**src/rtl/vmem_port_arbiter_if.sv**
```systemverilog
// Port-B bus between the vector pipeline, the audio DMA engine, the arbiter and the data memory.
// The arbiter takes the slave view; the requesters and the memory together form the master view.
interface vmem_port_arbiter_if #(
  parameter int unsigned AW = 10,
  parameter int unsigned DW = 128
);
  logic          v_req;
  logic          v_we;
  logic [AW-1:0] v_addr;
  logic [DW-1:0] v_wdata;
  logic          v_gnt;
  logic          v_stall;
  logic          v_rvalid;
  logic [DW-1:0] v_rdata;

  logic          d_req;
  logic          d_we;
  logic          d_lock;
  logic [AW-1:0] d_addr;
  logic [DW-1:0] d_wdata;
  logic          d_gnt;
  logic          d_rvalid;
  logic [DW-1:0] d_rdata;

  logic [AW-1:0] mem_addr;
  logic [DW-1:0] mem_wdata;
  logic          mem_wren;
  logic [DW-1:0] mem_rdata;

  logic [1:0]    arb_state;

  modport master (
    output v_req, v_we, v_addr, v_wdata,
    input  v_gnt, v_stall, v_rvalid, v_rdata,
    output d_req, d_we, d_lock, d_addr, d_wdata,
    input  d_gnt, d_rvalid, d_rdata,
    input  mem_addr, mem_wdata, mem_wren,
    output mem_rdata,
    input  arb_state
  );

  modport slave (
    input  v_req, v_we, v_addr, v_wdata,
    output v_gnt, v_stall, v_rvalid, v_rdata,
    input  d_req, d_we, d_lock, d_addr, d_wdata,
    output d_gnt, d_rvalid, d_rdata,
    output mem_addr, mem_wdata, mem_wren,
    input  mem_rdata,
    output arb_state
  );
endinterface

```
**src/rtl/vmem_port_arbiter.sv**
```systemverilog
// Shares memory port B between the vector pipeline and the audio DMA: vector priority,
// DMA starvation forcing, bounded locked DMA bursts, and owner-tagged read return.
module vmem_port_arbiter #(
  parameter int unsigned AW        = 10,
  parameter int unsigned DW        = 128,
  parameter int unsigned MAX_WAIT  = 4,
  parameter int unsigned MAX_BURST = 8,
  parameter int unsigned RD_LAT    = 1
) (
  input logic               clk,
  input logic               reset,
  vmem_port_arbiter_if.slave bus
);

  localparam int unsigned WW = $clog2(MAX_WAIT + 1);
  localparam int unsigned BW = $clog2(MAX_BURST + 1);

  typedef enum logic [1:0] {
    VPRI   = 2'd0,
    DFORCE = 2'd1,
    DBURST = 2'd2
  } state_t;

  state_t              state_q, state_d;
  logic [WW-1:0]       wait_q, wait_d;
  logic [BW-1:0]       burst_q, burst_d;
  logic [RD_LAT-1:0]   tag_valid_q;
  logic [RD_LAT-1:0]   tag_owner_q;

  logic dma_pri;
  logic d_gnt_c;
  logic v_gnt_c;
  logic d_lock_gnt;
  logic rd_tag;

  // Grant decision and next-state logic
  always_comb begin
    dma_pri    = 1'b0;
    d_gnt_c    = 1'b0;
    v_gnt_c    = 1'b0;
    d_lock_gnt = 1'b0;
    wait_d     = '0;
    burst_d    = '0;
    state_d    = VPRI;

    dma_pri    = (state_q == DFORCE) ||
                 ((state_q == DBURST) && (burst_q < BW'(MAX_BURST)));
    d_gnt_c    = reset & bus.d_req & (dma_pri | ~bus.v_req);
    v_gnt_c    = reset & bus.v_req & ~d_gnt_c;
    d_lock_gnt = d_gnt_c & bus.d_lock;

    if (bus.d_req && !d_gnt_c)
      wait_d = (wait_q == WW'(MAX_WAIT)) ? wait_q : wait_q + WW'(1);

    if (d_lock_gnt)
      burst_d = (burst_q == BW'(MAX_BURST)) ? burst_q : burst_q + BW'(1);

    // A burst that has used its quota yields to a waiting vector request
    if (d_lock_gnt && !((burst_d == BW'(MAX_BURST)) && bus.v_req))
      state_d = DBURST;
    else if (wait_d == WW'(MAX_WAIT))
      state_d = DFORCE;
  end

  always_ff @(posedge clk) begin
    if (!reset) begin
      state_q <= VPRI;
      wait_q  <= '0;
      burst_q <= '0;
    end else begin
      state_q <= state_d;
      wait_q  <= wait_d;
      burst_q <= burst_d;
    end
  end

  assign rd_tag = (d_gnt_c & ~bus.d_we) | (v_gnt_c & ~bus.v_we);

  // Read tags travel alongside the memory's read pipeline
  generate
    if (RD_LAT == 1) begin : g_tag1
      always_ff @(posedge clk) begin
        if (!reset) begin
          tag_valid_q <= '0;
          tag_owner_q <= '0;
        end else begin
          tag_valid_q <= rd_tag;
          tag_owner_q <= d_gnt_c;
        end
      end
    end else begin : g_tagn
      always_ff @(posedge clk) begin
        if (!reset) begin
          tag_valid_q <= '0;
          tag_owner_q <= '0;
        end else begin
          tag_valid_q <= {tag_valid_q[RD_LAT-2:0], rd_tag};
          tag_owner_q <= {tag_owner_q[RD_LAT-2:0], d_gnt_c};
        end
      end
    end
  endgenerate

  // Port-B mux; idle cycles park the bus at zero
  always_comb begin
    bus.mem_addr  = {AW{1'b0}};
    bus.mem_wdata = {DW{1'b0}};
    bus.mem_wren  = 1'b0;
    if (d_gnt_c) begin
      bus.mem_addr  = bus.d_addr;
      bus.mem_wdata = bus.d_wdata;
      bus.mem_wren  = bus.d_we;
    end else if (v_gnt_c) begin
      bus.mem_addr  = bus.v_addr;
      bus.mem_wdata = bus.v_wdata;
      bus.mem_wren  = bus.v_we;
    end
  end

  assign bus.d_gnt     = d_gnt_c;
  assign bus.v_gnt     = v_gnt_c;
  assign bus.v_stall   = bus.v_req & ~v_gnt_c;
  assign bus.v_rvalid  = tag_valid_q[RD_LAT-1] & ~tag_owner_q[RD_LAT-1];
  assign bus.d_rvalid  = tag_valid_q[RD_LAT-1] &  tag_owner_q[RD_LAT-1];
  assign bus.v_rdata   = bus.mem_rdata;
  assign bus.d_rdata   = bus.mem_rdata;
  assign bus.arb_state = state_q;

endmodule

```
**src/flat_wrapper.sv**
```systemverilog
// flat-port wrapper written by rule: the top's interface ports become plain ports
module vmem_port_arbiter_flat 
#(
  parameter int unsigned AW        = 10,
  parameter int unsigned DW        = 128,
  parameter int unsigned MAX_WAIT  = 4,
  parameter int unsigned MAX_BURST = 8,
  parameter int unsigned RD_LAT    = 1
)
  (clk, reset, bus_v_req, bus_v_we, bus_v_addr, bus_v_wdata, bus_v_gnt, bus_v_stall, bus_v_rvalid, bus_v_rdata, bus_d_req, bus_d_we, bus_d_lock, bus_d_addr, bus_d_wdata, bus_d_gnt, bus_d_rvalid, bus_d_rdata, bus_mem_addr, bus_mem_wdata, bus_mem_wren, bus_mem_rdata, bus_arb_state);
  vmem_port_arbiter_if #(.AW(AW), .DW(DW)) bus_i ();
  input logic clk;
  input logic reset;
  input wire logic [$bits(bus_i.v_req)-1:0] bus_v_req;
  input wire logic [$bits(bus_i.v_we)-1:0] bus_v_we;
  input wire logic [$bits(bus_i.v_addr)-1:0] bus_v_addr;
  input wire logic [$bits(bus_i.v_wdata)-1:0] bus_v_wdata;
  output wire logic [$bits(bus_i.v_gnt)-1:0] bus_v_gnt;
  output wire logic [$bits(bus_i.v_stall)-1:0] bus_v_stall;
  output wire logic [$bits(bus_i.v_rvalid)-1:0] bus_v_rvalid;
  output wire logic [$bits(bus_i.v_rdata)-1:0] bus_v_rdata;
  input wire logic [$bits(bus_i.d_req)-1:0] bus_d_req;
  input wire logic [$bits(bus_i.d_we)-1:0] bus_d_we;
  input wire logic [$bits(bus_i.d_lock)-1:0] bus_d_lock;
  input wire logic [$bits(bus_i.d_addr)-1:0] bus_d_addr;
  input wire logic [$bits(bus_i.d_wdata)-1:0] bus_d_wdata;
  output wire logic [$bits(bus_i.d_gnt)-1:0] bus_d_gnt;
  output wire logic [$bits(bus_i.d_rvalid)-1:0] bus_d_rvalid;
  output wire logic [$bits(bus_i.d_rdata)-1:0] bus_d_rdata;
  output wire logic [$bits(bus_i.mem_addr)-1:0] bus_mem_addr;
  output wire logic [$bits(bus_i.mem_wdata)-1:0] bus_mem_wdata;
  output wire logic [$bits(bus_i.mem_wren)-1:0] bus_mem_wren;
  input wire logic [$bits(bus_i.mem_rdata)-1:0] bus_mem_rdata;
  output wire logic [$bits(bus_i.arb_state)-1:0] bus_arb_state;
  assign bus_i.v_req = bus_v_req;
  assign bus_i.v_we = bus_v_we;
  assign bus_i.v_addr = bus_v_addr;
  assign bus_i.v_wdata = bus_v_wdata;
  assign bus_v_gnt = bus_i.v_gnt;
  assign bus_v_stall = bus_i.v_stall;
  assign bus_v_rvalid = bus_i.v_rvalid;
  assign bus_v_rdata = bus_i.v_rdata;
  assign bus_i.d_req = bus_d_req;
  assign bus_i.d_we = bus_d_we;
  assign bus_i.d_lock = bus_d_lock;
  assign bus_i.d_addr = bus_d_addr;
  assign bus_i.d_wdata = bus_d_wdata;
  assign bus_d_gnt = bus_i.d_gnt;
  assign bus_d_rvalid = bus_i.d_rvalid;
  assign bus_d_rdata = bus_i.d_rdata;
  assign bus_mem_addr = bus_i.mem_addr;
  assign bus_mem_wdata = bus_i.mem_wdata;
  assign bus_mem_wren = bus_i.mem_wren;
  assign bus_i.mem_rdata = bus_mem_rdata;
  assign bus_arb_state = bus_i.arb_state;
  vmem_port_arbiter #(.AW(AW), .DW(DW), .MAX_WAIT(MAX_WAIT), .MAX_BURST(MAX_BURST), .RD_LAT(RD_LAT)) u_core (.clk(clk), .reset(reset), .bus(bus_i));
endmodule
```
**config.mk**
```make
export PLATFORM = sky130hd
export DESIGN_NAME = vmem_port_arbiter_flat
export DESIGN_NICKNAME = d
export VERILOG_FILES = /design/src/rtl/vmem_port_arbiter_if.sv /design/src/rtl/vmem_port_arbiter.sv /design/src/flat_wrapper.sv
export SDC_FILE = /design/constraint.sdc
export NUM_CORES = 1
export LEC_CHECK = 0
export ABC_AREA = 0
export CORE_AREA = 2 2 313 315
export DETAILED_ROUTE_END_ITERATION = 16
export DIE_AREA = 0 0 315 317
export PLACE_DENSITY = 0.31
export SETUP_SLACK_MARGIN = 0.05
export SLEW_MARGIN = 0
export SYNTH_ARGS = -nofsm -noshare
export SYNTH_HDL_FRONTEND = slang
export SYNTH_SLANG_ARGS = --single-unit
```
**constraint.sdc**
```tcl
create_clock -name clk -period 2.1 [get_ports clk]
set_input_delay 0.42 -clock clk [delete_from_list [all_inputs] [get_ports clk]]
set_output_delay 0.42 -clock clk [all_outputs]
set_load 0.01 [all_outputs]
```
After elaboration in Yosys (flattened, before gate mapping). Cells that the tools add are included.

Word-level logic and storage cells: 54. Input port bits: 411. Output and inout bits: 402. Flip-flop bits (word level): 11.

Order comparisons: 1. Bitwise operators: 19. Equality and inequality tests: 6. Mux-type cells: 12. Reduce and logical (&&, ||, !) cells: 8. Add/sub/neg operators: 2.

Operators by type and width (number): $mux W128 (2); $mux W10 (2); $and A1 B1 Y1 (10); $eq A4 B4 Y1 const B (2); $mux W4 (2); $not A1 Y1 (7); $eq A3 B3 Y1 const B (2); $mux W3 (2); $add A4 B1 Y4 const B (1); $logic_and A1 B1 Y1 (4); $lt A4 B4 Y1 const B (1); $add A3 B1 Y3 const B (1); $mux W1 (3); $eq A2 B1 Y1 const B (1); $eq A2 B2 Y1 const B (1); $logic_not A1 Y1 (2); $mux W2 (1); $or A1 B1 Y1 (2); $reduce_or A2 Y1 (1); $logic_or A1 B1 Y1 (1).

Logic depth before layout (Yosys ltp).
Word-level depth: 12. Mapped depth: 6. Depth with buffers taken out: 5.

Worst setup path before layout. Ideal clock, no wire load.

Path type: reg-to-output. Start point: register u_core.state_q[0] (netlist: u_core.bus.arb_state[0]). End point: output port bus_mem_wdata[100]. Buffers on the path: 2. Arrival time: 1.511 ns. Slack: 0.169 ns. Data required time: 1.680 ns. Cell stages (with the launch flop): 6. Path through: dfxtp_1 -> nor2b_1 -> o21ai_1 -> buf_2 -> clkbuf_1 -> a32o_1.

Longest elaborated chain between the ends: 9. Elaborated cells between the ends (all ways): 10. Classes of those cells: eq/ne: 2; mux: 2; bitwise: 4; reduce/logical: 2.

RTL lines: start, declared (RTL line vmem_port_arbiter.sv:24) `state_t state_q, state_d;`; start signal, assigned (RTL line vmem_port_arbiter.sv:71) `state_q <= state_d;`; $eq A2 B2 Y1 (RTL line vmem_port_arbiter.sv:47) `((state_q == DBURST) && (burst_q < BW'(MAX_BURST)));`; $logic_and A1 B1 Y1 (RTL line vmem_port_arbiter.sv:47); $logic_or A1 B1 Y1 (*) (RTL line vmem_port_arbiter.sv:46) `dma_pri = (state_q == DFORCE) ||`; $or A1 B1 Y1 (*) (RTL line vmem_port_arbiter.sv:48) `d_gnt_c = reset & bus.d_req & (dma_pri | ~bus.v_req);`; $and A1 B1 Y1 (*) (RTL line vmem_port_arbiter.sv:48); $not A1 Y1 (RTL line vmem_port_arbiter.sv:49) `v_gnt_c = reset & bus.v_req & ~d_gnt_c;`; $and A1 B1 Y1 (RTL line vmem_port_arbiter.sv:49); $mux W128 (RTL line vmem_port_arbiter.sv:113) `end else if (v_gnt_c) begin`; $mux W128 (*) (RTL line vmem_port_arbiter.sv:109) `if (d_gnt_c) begin`; end, declared (RTL line flat_wrapper.sv:31) `output wire logic [$bits(bus_i.mem_wdata)-1:0] bus_mem_wdata;`.

Every way passes the cells marked *; elsewhere a longest branch is shown, timed or not.

Final worst setup path.
Start point: register u_core.state_q[1] (netlist: u_core.bus.arb_state[1]). End point: output port bus_mem_wdata[92].

Same word-level chain as after synthesis.

==> reports/metrics.yaml <==
setup_path:
  crit_type: "register to output port"
  end_kind: "output port"
  crit_required_ns: 1.68
  rrSetupSlack_ns: 0.27
  start_kind: "register"
  cp.arrival_ns: 2.11
  crit_path_max_fanout: 20
yosys:
  ys.flop_type: "dfxtp_1"
  yosysSeqAreaShare_pct: 5.343
  synth_seq_cells: 11
  synthDistinctLibCells: 35
  yosys_warnings: 0
  avgSynthCellArea_um2: 8.226
  synth_area_um2: 4121
  synth-async-reset-ratio_pct: 0
  syn_nets: 916
  synth-edff-count: 0
  synthCells: 501
clocking:
  root_buffer: "clkbuf_16"
  cts_sinks: 11
  path_clk_slew_ns: 0.04
  cts-htree-levels: 1
  cts_buffers: 3
  clkLatencyLatePin_ns: 0.24
  cts_tree: "built"
  cts_buffer_depth: 2
placed_design:
  port_buffers: 428
  dp_hpwl_um: 34370
  place_congestion: 0.7289
  dpl_cell_area_um2: 8347
sta:
  fin_crit_sh_pct: 120.5
  skew_ns: 0.003504
  drv_slew: 0
  fmax_mhz: 395.2
  max_slew_margin_pct: 74.03
  hold_violations: 0
  fin_ws_ns: -0.4306
  finalSetupViolations: 140
  rsz0062_at_grt: "yes"
  max_slew.worst_pin.slew_ns: 0.3896
  post-route-min-period_ns: 2.531
run_status:
  violations: "setup timing"
  status: "finished with violations"
global_route:
  antenna_found_initial: 17
  overflow: 0
  grt_max_degree: 42
  grt_pass1_wl_um: 50800
  grt_use_total_pct: 7.674
  grt_pass1_vias: 5281
route:
  wire_per_inst_um: 20.97
  first_pass_iters: 5
  dr.first_iter.drc_count: 209
  via_count: 4915
  drt-total-wl_um: 41760
  antenna_left: 0
  remaining_drc_errors: 0
  vias_per_cell: 2.469
die:
  io_pins: 813
  core_um2: 96280
  dieHeight_um: 317
  core.rowCount: 114
  die_width_um: 315
  initial_core_util_pct: 4.281
  dieArea_um2: 99860
power_and_ir_drop:
  totalPowerFinal_mw: 2.021
  ir_drop_mv: 0.2150
  p_per_area_nw_per_um2: 231.4
  p_leak_nw: 3.172
run:
  cap_violations: 0
finish:
  syn_to_final_growth_pct: 111.9
  fin_area_um2: 8735
  nets: 1125
  drive_above_1_share_pct: 34.98
worst_hold_path:
  min_path_type: "register to register"
-- per-stage QoR --
step	std cells	TNS (ns)	hold WS [ns]	setup WS (ns)	utilization [%]
after global routing	1986	-52.27	0.6913	-0.4993	9.059
after CTS	1979	-55.24	0.6208	-0.5191	9.003
after global placement	1948	-119.02	0.5710	-0.9941	8.669
final	1991	-42.52	0.6254	-0.4306	9.072
after floorplan	501	0	0.5165	0.1694	-
after detailed placement	1948	-110.20	0.6012	-0.9877	8.669
-- timing repair --
item / CTS / global route
pin swaps: 34 / 22
buffers inserted: 21 / 4
setup endpoints to repair: 142 / 142
cloned: 7 / 4
gates resized for setup: 445 / 111
hold buffers: 0 / 0
-- Yosys cell counts (2+ instances only) --
cell type / n / area, um2
buf_4: 256 / 1922
a32o_1: 139 / 1391
clkbuf_1: 21 / 78.83
buf_2: 14 / 70.07
dfxtp_1: 11 / 220.2
inv_1: 8 / 30.03
buf_6: 7 / 78.83
buf_1: 4 / 15.01
ha_1: 4 / 50.05
and2_1: 3 / 18.77
and3_1: 3 / 18.77
nor2_1: 3 / 11.26
o21ai_0: 3 / 15.01
nand2b_1: 2 / 12.51
nand3b_1: 2 / 15.01
nor2b_1: 2 / 12.51
-- layout make-up --
type / count / area [um2]
well taps: 1276 / 1597
repair inverters: 1 / 16.27
clock buffers: 4 / 78.83
flip-flops and latches: 11 / 226.5
inverters: 9 / 60.06
multi-input cells: 179 / 1765
fillers: 11260 / 87550
diodes: 6 / 15.01
repair buffers: 505 / 4976
-- routing by layer --
metal,track usage (%),up-vias,wire length (um),part of all wire [%]
met5,0,-,64,0.15
met4,3.279,12,2034,4.9
met3,3.554,145,4861,12
met2,11.80,422,17960,43
met1,9.145,2258,16840,40
li1,-,2078,-,-
-- kinds of logic after synthesis --
kind of cell / synth area share [%]
XOR/XNOR: 0.4251
flip-flops: 5.343
AND/OR/NAND/NOR: 3.430
AO/OA/AOI/OAI: 36.25
adder cells (fa/ha/maj): 1.214
buffers and inverters: 53.34
-- registers in the layout (all words and copies together) (netlist names) --
signal,count
u_core.wait_q,3
u_core.tag_owner_q,1
u_core.tag_valid_q,1
u_core.burst_q,4
u_core.bus.arb_state,2
-- power breakdown --
part           switching [mW]  internal (mW)  total [mW]
clock                  0.0922          0.255       0.347
combinational           0.552          0.907        1.46
sequential            0.00232          0.213       0.215
-- critical path: stages (launching register included) --
cell	delay [ns]
dfxtp_2	0.31
nor3b_4	0.15
buf_4	0.13
o311ai_4	0.26
bufinv_16	0.26
buf_4	0.18
clkbuf_16	0.18
a32o_1	0.22
buf_2	0.14
-- layout by cell type (no fill, tap or decap), types with 8 or more instances in the layout --
master and instances:
a32o_1 114, a32o_2 25, buf_12 21, buf_2 70, buf_4 39, buf_6 33, clkbuf_2 17, clkdlybuf4s15_2 11
clkdlybuf4s50_1 283, dfxtp_1 8, dlygate4sd2_1 13
-- worst paths after layout --
kind,end,startpoint,cells past startpoint
max,bus_mem_wdata[92],u_core.bus.arb_state[1],8
min,u_core.wait_q[2],u_core.wait_q[2],2
max reg2reg,u_core.burst_q[1],u_core.bus.arb_state[1],8
min reg2reg,u_core.wait_q[2],u_core.wait_q[2],2
Note: power is estimated with default switching activity, not from simulation.
